--- config.mk ---
export PLATFORM = sky130hd
export DESIGN_NAME = bcd_to_binary_seq
export DESIGN_NICKNAME = d
export VERILOG_FILES = /design/src/rtl/bcd_to_binary_seq.sv
export SDC_FILE = /design/constraint.sdc
export NUM_CORES = 1
export LEC_CHECK = 0
export CAP_MARGIN = 20
export CORE_MARGIN = 10
export CORE_UTILIZATION = 48
export DETAILED_ROUTE_END_ITERATION = 10
export PLACE_DENSITY_LB_ADDON = 0.15
export SLEW_MARGIN = 15
export SYNTH_ARGS = -nofsm -noshare
export SYNTH_HDL_FRONTEND = slang
export SYNTH_SLANG_ARGS = --single-unit
--- constraint.sdc ---
create_clock -name clk -period 5.24 [get_ports clk]
set_input_delay 0.524 -clock clk [delete_from_list [all_inputs] [get_ports clk]]
set_output_delay 0.524 -clock clk [all_outputs]
set_load 0.01 [all_outputs]
--- src/rtl/bcd_to_binary_seq.sv ---
// ============================================================================
//  Module   : bcd_to_binary_seq
//  Purpose  : Iterative packed-BCD to binary converter, one digit per clock,
//             MSD first, with invalid-digit and overflow flags.
//  Revision : 1.0  initial release
// ============================================================================
`default_nettype none

module bcd_to_binary_seq #(
    parameter int DIGITS = 4,
    parameter int BIN_W  = 14
) (
    input  logic                  clk,
    input  logic                  rst_n,
    input  logic                  in_valid,
    output logic                  in_ready,
    input  logic [4*DIGITS-1:0]   bcd_in,
    output logic                  out_valid,
    input  logic                  out_ready,
    output logic [BIN_W-1:0]      binary,
    output logic                  err_digit,
    output logic                  ovf
);

    localparam int ACC_W = 4 * DIGITS;
    localparam int CNT_W = $clog2(DIGITS + 1);

    typedef enum logic [1:0] {
        S_IDLE = 2'd0,
        S_CONV = 2'd1,
        S_DONE = 2'd2
    } state_t;

    state_t             r_state;
    state_t             w_state_next;

    logic [ACC_W-1:0]   r_acc;
    logic [ACC_W-1:0]   r_shift;
    logic [CNT_W-1:0]   r_cnt;
    logic               r_err;
    logic [BIN_W-1:0]   r_binary;
    logic               r_err_digit;
    logic               r_ovf;

    logic [3:0]         w_nib;
    logic               w_nib_bad;
    logic               w_last;
    logic [ACC_W-1:0]   w_acc_next;
    logic [BIN_W-1:0]   w_bin_next;
    logic               w_ovf_next;

    assign w_nib      = r_shift[ACC_W-1 -: 4];
    assign w_nib_bad  = (w_nib > 4'd9);
    assign w_last     = (r_cnt == CNT_W'(DIGITS - 1));
    // acc*10 as shift-and-add; ACC_W bits always hold the full result
    assign w_acc_next = (r_acc << 3) + (r_acc << 1) + ACC_W'(w_nib);

    generate
        if (BIN_W >= ACC_W) begin : g_wide
            assign w_bin_next = BIN_W'(w_acc_next);
            assign w_ovf_next = 1'b0;
        end else begin : g_narrow
            assign w_bin_next = w_acc_next[BIN_W-1:0];
            assign w_ovf_next = |w_acc_next[ACC_W-1:BIN_W];
        end
    endgenerate

    always_ff @(posedge clk or negedge rst_n) begin
        if (!rst_n) begin
            r_state <= S_IDLE;
        end else begin
            r_state <= w_state_next;
        end
    end

    always_comb begin
        w_state_next = r_state;
        in_ready     = 1'b0;
        out_valid    = 1'b0;
        case (r_state)
            S_IDLE: begin
                in_ready = 1'b1;
                if (in_valid) begin
                    w_state_next = S_CONV;
                end
            end
            S_CONV: begin
                if (w_last) begin
                    w_state_next = S_DONE;
                end
            end
            S_DONE: begin
                out_valid = 1'b1;
                if (out_ready) begin
                    w_state_next = S_IDLE;
                end
            end
            default: begin
                w_state_next = S_IDLE;
            end
        endcase
    end

    always_ff @(posedge clk or negedge rst_n) begin
        if (!rst_n) begin
            r_acc       <= '0;
            r_shift     <= '0;
            r_cnt       <= '0;
            r_err       <= 1'b0;
            r_binary    <= '0;
            r_err_digit <= 1'b0;
            r_ovf       <= 1'b0;
        end else begin
            case (r_state)
                S_IDLE: begin
                    if (in_valid) begin
                        r_shift <= bcd_in;
                        r_acc   <= '0;
                        r_cnt   <= '0;
                        r_err   <= 1'b0;
                    end
                end
                S_CONV: begin
                    r_acc   <= w_acc_next;
                    r_shift <= r_shift << 4;
                    r_cnt   <= r_cnt + CNT_W'(1);
                    if (w_nib_bad) begin
                        r_err <= 1'b1;
                    end
                    if (w_last) begin
                        r_binary    <= w_bin_next;
                        r_ovf       <= w_ovf_next;
                        r_err_digit <= r_err | w_nib_bad;
                    end
                end
                default: begin
                end
            endcase
        end
    end

    assign binary    = r_binary;
    assign err_digit = r_err_digit;
    assign ovf       = r_ovf;

endmodule

`default_nettype wire
# Word-level counts from Yosys, hierarchy flattened
# Cells that the tools add are included.
word_totals:
  ff_bits: 53
  in_bits: 20
  out_inout_bits: 18
op_classes:
  reduce_logical: 7
  eq_ne: 7
  add_sub_neg: 3
  bitwise: 1
  order_cmp: 1
  mux: 15
ops:
  columns: ["operator", "n"]
  rows:
  - ["16-bit case mux with 2 select lines", 1]
  - ["15-bit case mux with 2 select lines", 1]
  - ["16-bit adder", 1]
  - ["16-bit by 4-bit adder with 16-bit output", 1]
  - ["16-bit 2-to-1 mux", 1]
  - ["15-bit 2-to-1 mux", 1]
  - ["2-bit != test, second input constant", 4]
  - ["2-bit 2-to-1 mux", 3]
  - ["2-bit case mux with 3 select lines", 1]
  - ["3-bit case mux with 2 select lines", 1]
  - ["3-bit AND reduction", 2]
  - ["4-bit greater-than comparator, second input constant", 1]
  - ["1-bit 2-to-1 mux", 4]
  - ["2-bit AND reduction", 2]
  - ["3-bit by 1-bit adder with 3-bit output, second input constant", 1]
  - ["3-bit by 2-bit equality test with 1-bit output, second input constant", 1]
  - ["3-bit 2-to-1 mux", 1]
  - ["2-bit by 1-bit equality test with 1-bit output, second input constant", 1]
  - ["2-bit equality test, second input constant", 1]
  - ["2-bit logical NOT", 1]
  - ["1-bit case mux with 2 select lines", 1]
  - ["2-bit nonzero test", 1]
  - ["2-bit OR reduction", 1]
  - ["1-bit OR", 1]

# Depth between registers and ports, before layout
depth:
  word_depth: 3
  ltp_mapped: 10

# Worst setup path before layout
# Ideal clock, no wire load.
synth_path:
  path_type: "register to register"
  startpoint: "register r_acc[0]"
  endpoint: "register r_ovf (netlist: ovf)"
  required_time_ns: 5.114
  slack_ns: 2.564
  path_stages_with_launch: 11
  t_arrival_ns: 2.549
  n_path_buf: 0
  cell_sequence: "dfrtp_1 inv_1 fa_1 inv_1 fa_1 a211oi_1 nor2_1 o21ai_2 o21ai_1 xor2_1 a311o_1"
synth_between:
  elab_chain_len: 3
synth_rtl:
  columns: ["element", "line_no", "rtl"]
  rows:
  - ["from (decl)", "37", "logic [ACC_W-1:0] r_acc;"]
  - ["from (signal assigned)", "124", "r_acc <= w_acc_next;"]
  - ["16-bit adder", "56", "assign w_acc_next = (r_acc << 3) + (r_acc << 1) + ACC_W'(w_nib);"]
  - ["16-bit by 4-bit adder with 16-bit output", "56", null]
  - ["2-bit OR reduction", "64", "assign w_ovf_next = |w_acc_next[ACC_W-1:BIN_W];"]
  - ["to (signal assigned)", "132", "r_ovf <= w_ovf_next;"]
  - ["to (decl)", "43", "logic r_ovf;"]
# Every way passes these cells.
# A chain may end at the register's enable or synchronous reset.

# Final worst setup path
# Same ends and word-level chain as after synthesis.

==> out/metrics.csv <==
stage;metric;value;unit
sta;final setup skew;13.39;ps
clock_tree;# hold bufs at CTS;0;
clock_tree;total clock buffers created by CTS;5;
placed_design;GP Congestion;0.8188;
setup_path;worst endpoint required time;5460;ps
global_routing;busiest layer in global routing;met2;
placed_design;dpl hpwl;4696;µm
sta;final setup vio count;0;
sta;Worst Tran Pin Value;862.9;ps
placed_design;Place WS;2352;ps
placed_design;# port buffers;37;
layout;Fill cells;560;
synthesis;Mapped Area;3045;µm²
layout;area delta synth->final;17.30;%
synthesis;post-synth net total;340;
detailed_routing;Routed Antenna Nets;0;
setup_path;Largest delay share family, worst path;adder cells;
power_and_ir_drop;P_leak;1.624;nW
global_routing;first-pass GRT wire length;11140;µm
detailed_routing;wire per inst;16.46;µm
synthesis;Yosys cell types;43;
setup_path;critical path's largest stage delay;530;ps
setup_path;Max FO, Critical Path;3;
global_routing;grt total ovfl;0;
clock_tree;TritonCTS clock tree;built;
setup_path;slowest CP cell;fa_1;
synthesis;Synth top area share;0.4355;
floorplanning;Starting Density;0.5054;
setup_path;Cell Chain, Critical Path;inv_1, fa_1, inv_1, fa_1, a211oi_1, nor2_1, o21ai_2, o21ai_1, xor2_1, a311o_1;
clock_tree;Clock Path Buffers;2;
global_routing;GRT Util Overall;0.1332;
detailed_routing;Vias;2260;
synthesis;Avg Cell Area, Syn;10.50;µm²
clock_tree;CTS root buf;clkbuf_8;
global_routing;initial antenna violation count;0;
global_routing;met2 Track Usage GR;0.2079;
sta;Final WS setup;2345;ps
setup_path;Crit. End Element;flop;
power_and_ir_drop;power per cell area;683.9;nW/µm²
synthesis;number of synthesized register bits;53;
global_routing;met3 Resource Use GR;0.04567;
synthesis;Seq/Total Area, Yosys;0.4355;
sta;minimum clock period;2895;ps
synthesis;Synth Flop Type;dfrtp_1;
floorplanning;Horiz. Die Dim;99.66;µm
power_and_ir_drop;Pwr Total;2.443;mW
detailed_routing;Vias/cell;5.650;
floorplanning;Die Y-Extent;99.66;µm
synthesis;Synth Warn #;0;
job;reported max-cap violation count;0;
synthesis;Synth top cells by count;dfrtp_1 (53), o21ai_0 (29), ha_1 (28);
run_status;status;completed;
floorplanning;IO Count;38;
floorplanning;core area;6026;µm²
sta;Pins Over Slew Limit;0;
clock_tree;H-tree Lvls;2;
clock_tree;clk slew on worst S/H paths;110;ps
detailed_routing;routed wire length;6584;µm
sta;Final period util;0.5525;
synthesis;Synth area leaders;dfrtp_1 (44%), ha_1 (12%), o21ai_0 (4.8%), a21oi_1 (4.1%), a22o_1 (3.7%);
synthesis;asr flop ratio synth;1.000;
layout;Total Nets Final;374;
detailed_routing;first-pass detailed-route iteration total;4;
layout;Reg area;1326;µm²
global_routing;met1 Usage GRT;0.1728;
synthesis;number of synthesized flops with an enable pin;0;
global_routing;largest net degree at the start of global routing;54;
detailed_routing;DRC;0;
clock_tree;Post-CTS Setup Inserts;0;
clock_tree;Clock Latency Late Sink;320;ps
sta;Rel. slew slack;0.4233;
min_path;Worst Hold Class;primary input to async pin;
detailed_routing;initial DRC count;149;
setup_path;CP startpoint kind;flop;
setup_path;Crit Path Category;flop to flop;
power_and_ir_drop;Worst VDD drop;0.3523;mV
clock_tree;clock sink total;53;
global_routing;number of global-route vias before repair;2275;
setup_path;WP data arrival;3110;ps
sta;final hold violations;0;
clock_tree;cts repair resizes;0;
layout;# diodes;0;
floorplanning;DIE AREA;9931;µm²
layout;share of cells above drive strength 1;0.08615;
floorplanning;cell row count;28;
synthesis;cell count after synthesis;290;
layout;multi-input logic area;1624;µm²
setup_path;number of buffers and inverters on the critical path;2;
synthesis;cell with the most instances after synthesis;dfrtp_1;
sta;setup TNS;0;ps
sta;RSZ-0062 raised after global routing;false;
synthesis;post-synth top area cell;dfrtp_1;
sta;Max Clock Freq;345.4;MHz
[worst register-to-register path: cells and delay by family (launching register included)]
kind / cells / cell delay [ps]
fa+ha+maj: 2 / 1000
compound gates: 4 / 960
flops: 1 / 400
xor+xnor: 1 / 170
buf+inv: 2 / 150
simple gates: 1 / 120
[layout make-up]
| cell class | count | share of cell area |
|---|---|---|
| timing repair buffer | 41 | 0.1117 |
| sequential | 53 | 0.3713 |
| inverter | 10 | 0.01051 |
| clock inverter | 3 | 0.006305 |
| clock buffer | 5 | 0.01926 |
| tap | 75 | 0.02627 |
| multi-input combinational | 213 | 0.4546 |
[layer usage]
| metal | part of all wire | wire (µm) | up-vias |
|---|---|---|---|
| met5 | 0 | 0 | - |
| met4 | 0.011 | 74 | 0 |
| met3 | 0.051 | 337 | 8 |
| met2 | 0.46 | 3013 | 35 |
| met1 | 0.48 | 3159 | 1101 |
| li1 | - | - | 1116 |
[path summary, 6_finish.rpt]
check / cells past startpoint / slack [ps] / to / start
setup reg to reg: 10 / 2350 / ovf / r_acc[0]
hold / removal: 2 / 320 / r_shift[14] / rst_n
hold reg to reg: 1 / 490 / err_digit / err_digit
setup / recovery: 10 / 2350 / ovf / r_acc[0]
max in group asynchronous: 2 / 4460 / r_shift[3] / rst_n
min in group clk: 1 / 490 / err_digit / err_digit
[registers in the layout, indices dropped and copies added (netlist names)]
name / cells
r_state: 2
r_shift: 16
r_cnt: 3
ovf: 1
err_digit: 1
r_err: 1
binary: 14
r_acc: 15
[kinds of logic after synthesis]
logic type / count (synthesis) / share of synthesized area
flip-flops: 53 / 0.4355
AND/OR/NAND/NOR: 57 / 0.1007
multiplexers: 12 / 0.04396
adder cells (fa/ha/maj): 30 / 0.1282
XOR/XNOR: 12 / 0.03451
buffers and inverters: 24 / 0.03123
AO/OA/AOI/OAI: 102 / 0.2260
[where the power goes]
part           internal, mW  switching (mW)
sequential            0.598           0.162
clock                0.0940           0.144
combinational         0.700           0.745
[per-stage QoR]
| stage | hold WS (ps) | area (µm²) | cells | util |
|---|---|---|---|---|
| floorplan | 228.4 | 3045 | 290 | - |
| global placement | 463.5 | 3470 | 391 | 0.5758 |
| detailed placement | 470.0 | 3481 | 392 | 0.5777 |
| CTS | 340.1 | 3572 | 400 | 0.5928 |
| global route | 369.2 | 3572 | 400 | 0.5928 |
| finish | 320.3 | 3572 | 400 | 0.5928 |
[cell usage in the layout, fill, tap and decap left out, types with 4 or more instances in the layout]
cell type,count
a22oi_1,12
inv_1,10
a22o_1,13
nor2b_1,17
mux2_1,5
clkdlybuf4s50_1,36
a21oi_1,25
clkbuf_8,5
xor2_1,4
a21o_1,5
nand2_1,19
o21ai_0,29
mux2_2,6
xnor2_1,8
nor2_1,7
dfrtp_1,53
ha_1,28
No activity file was read; power rests on OpenSTA's default activity.
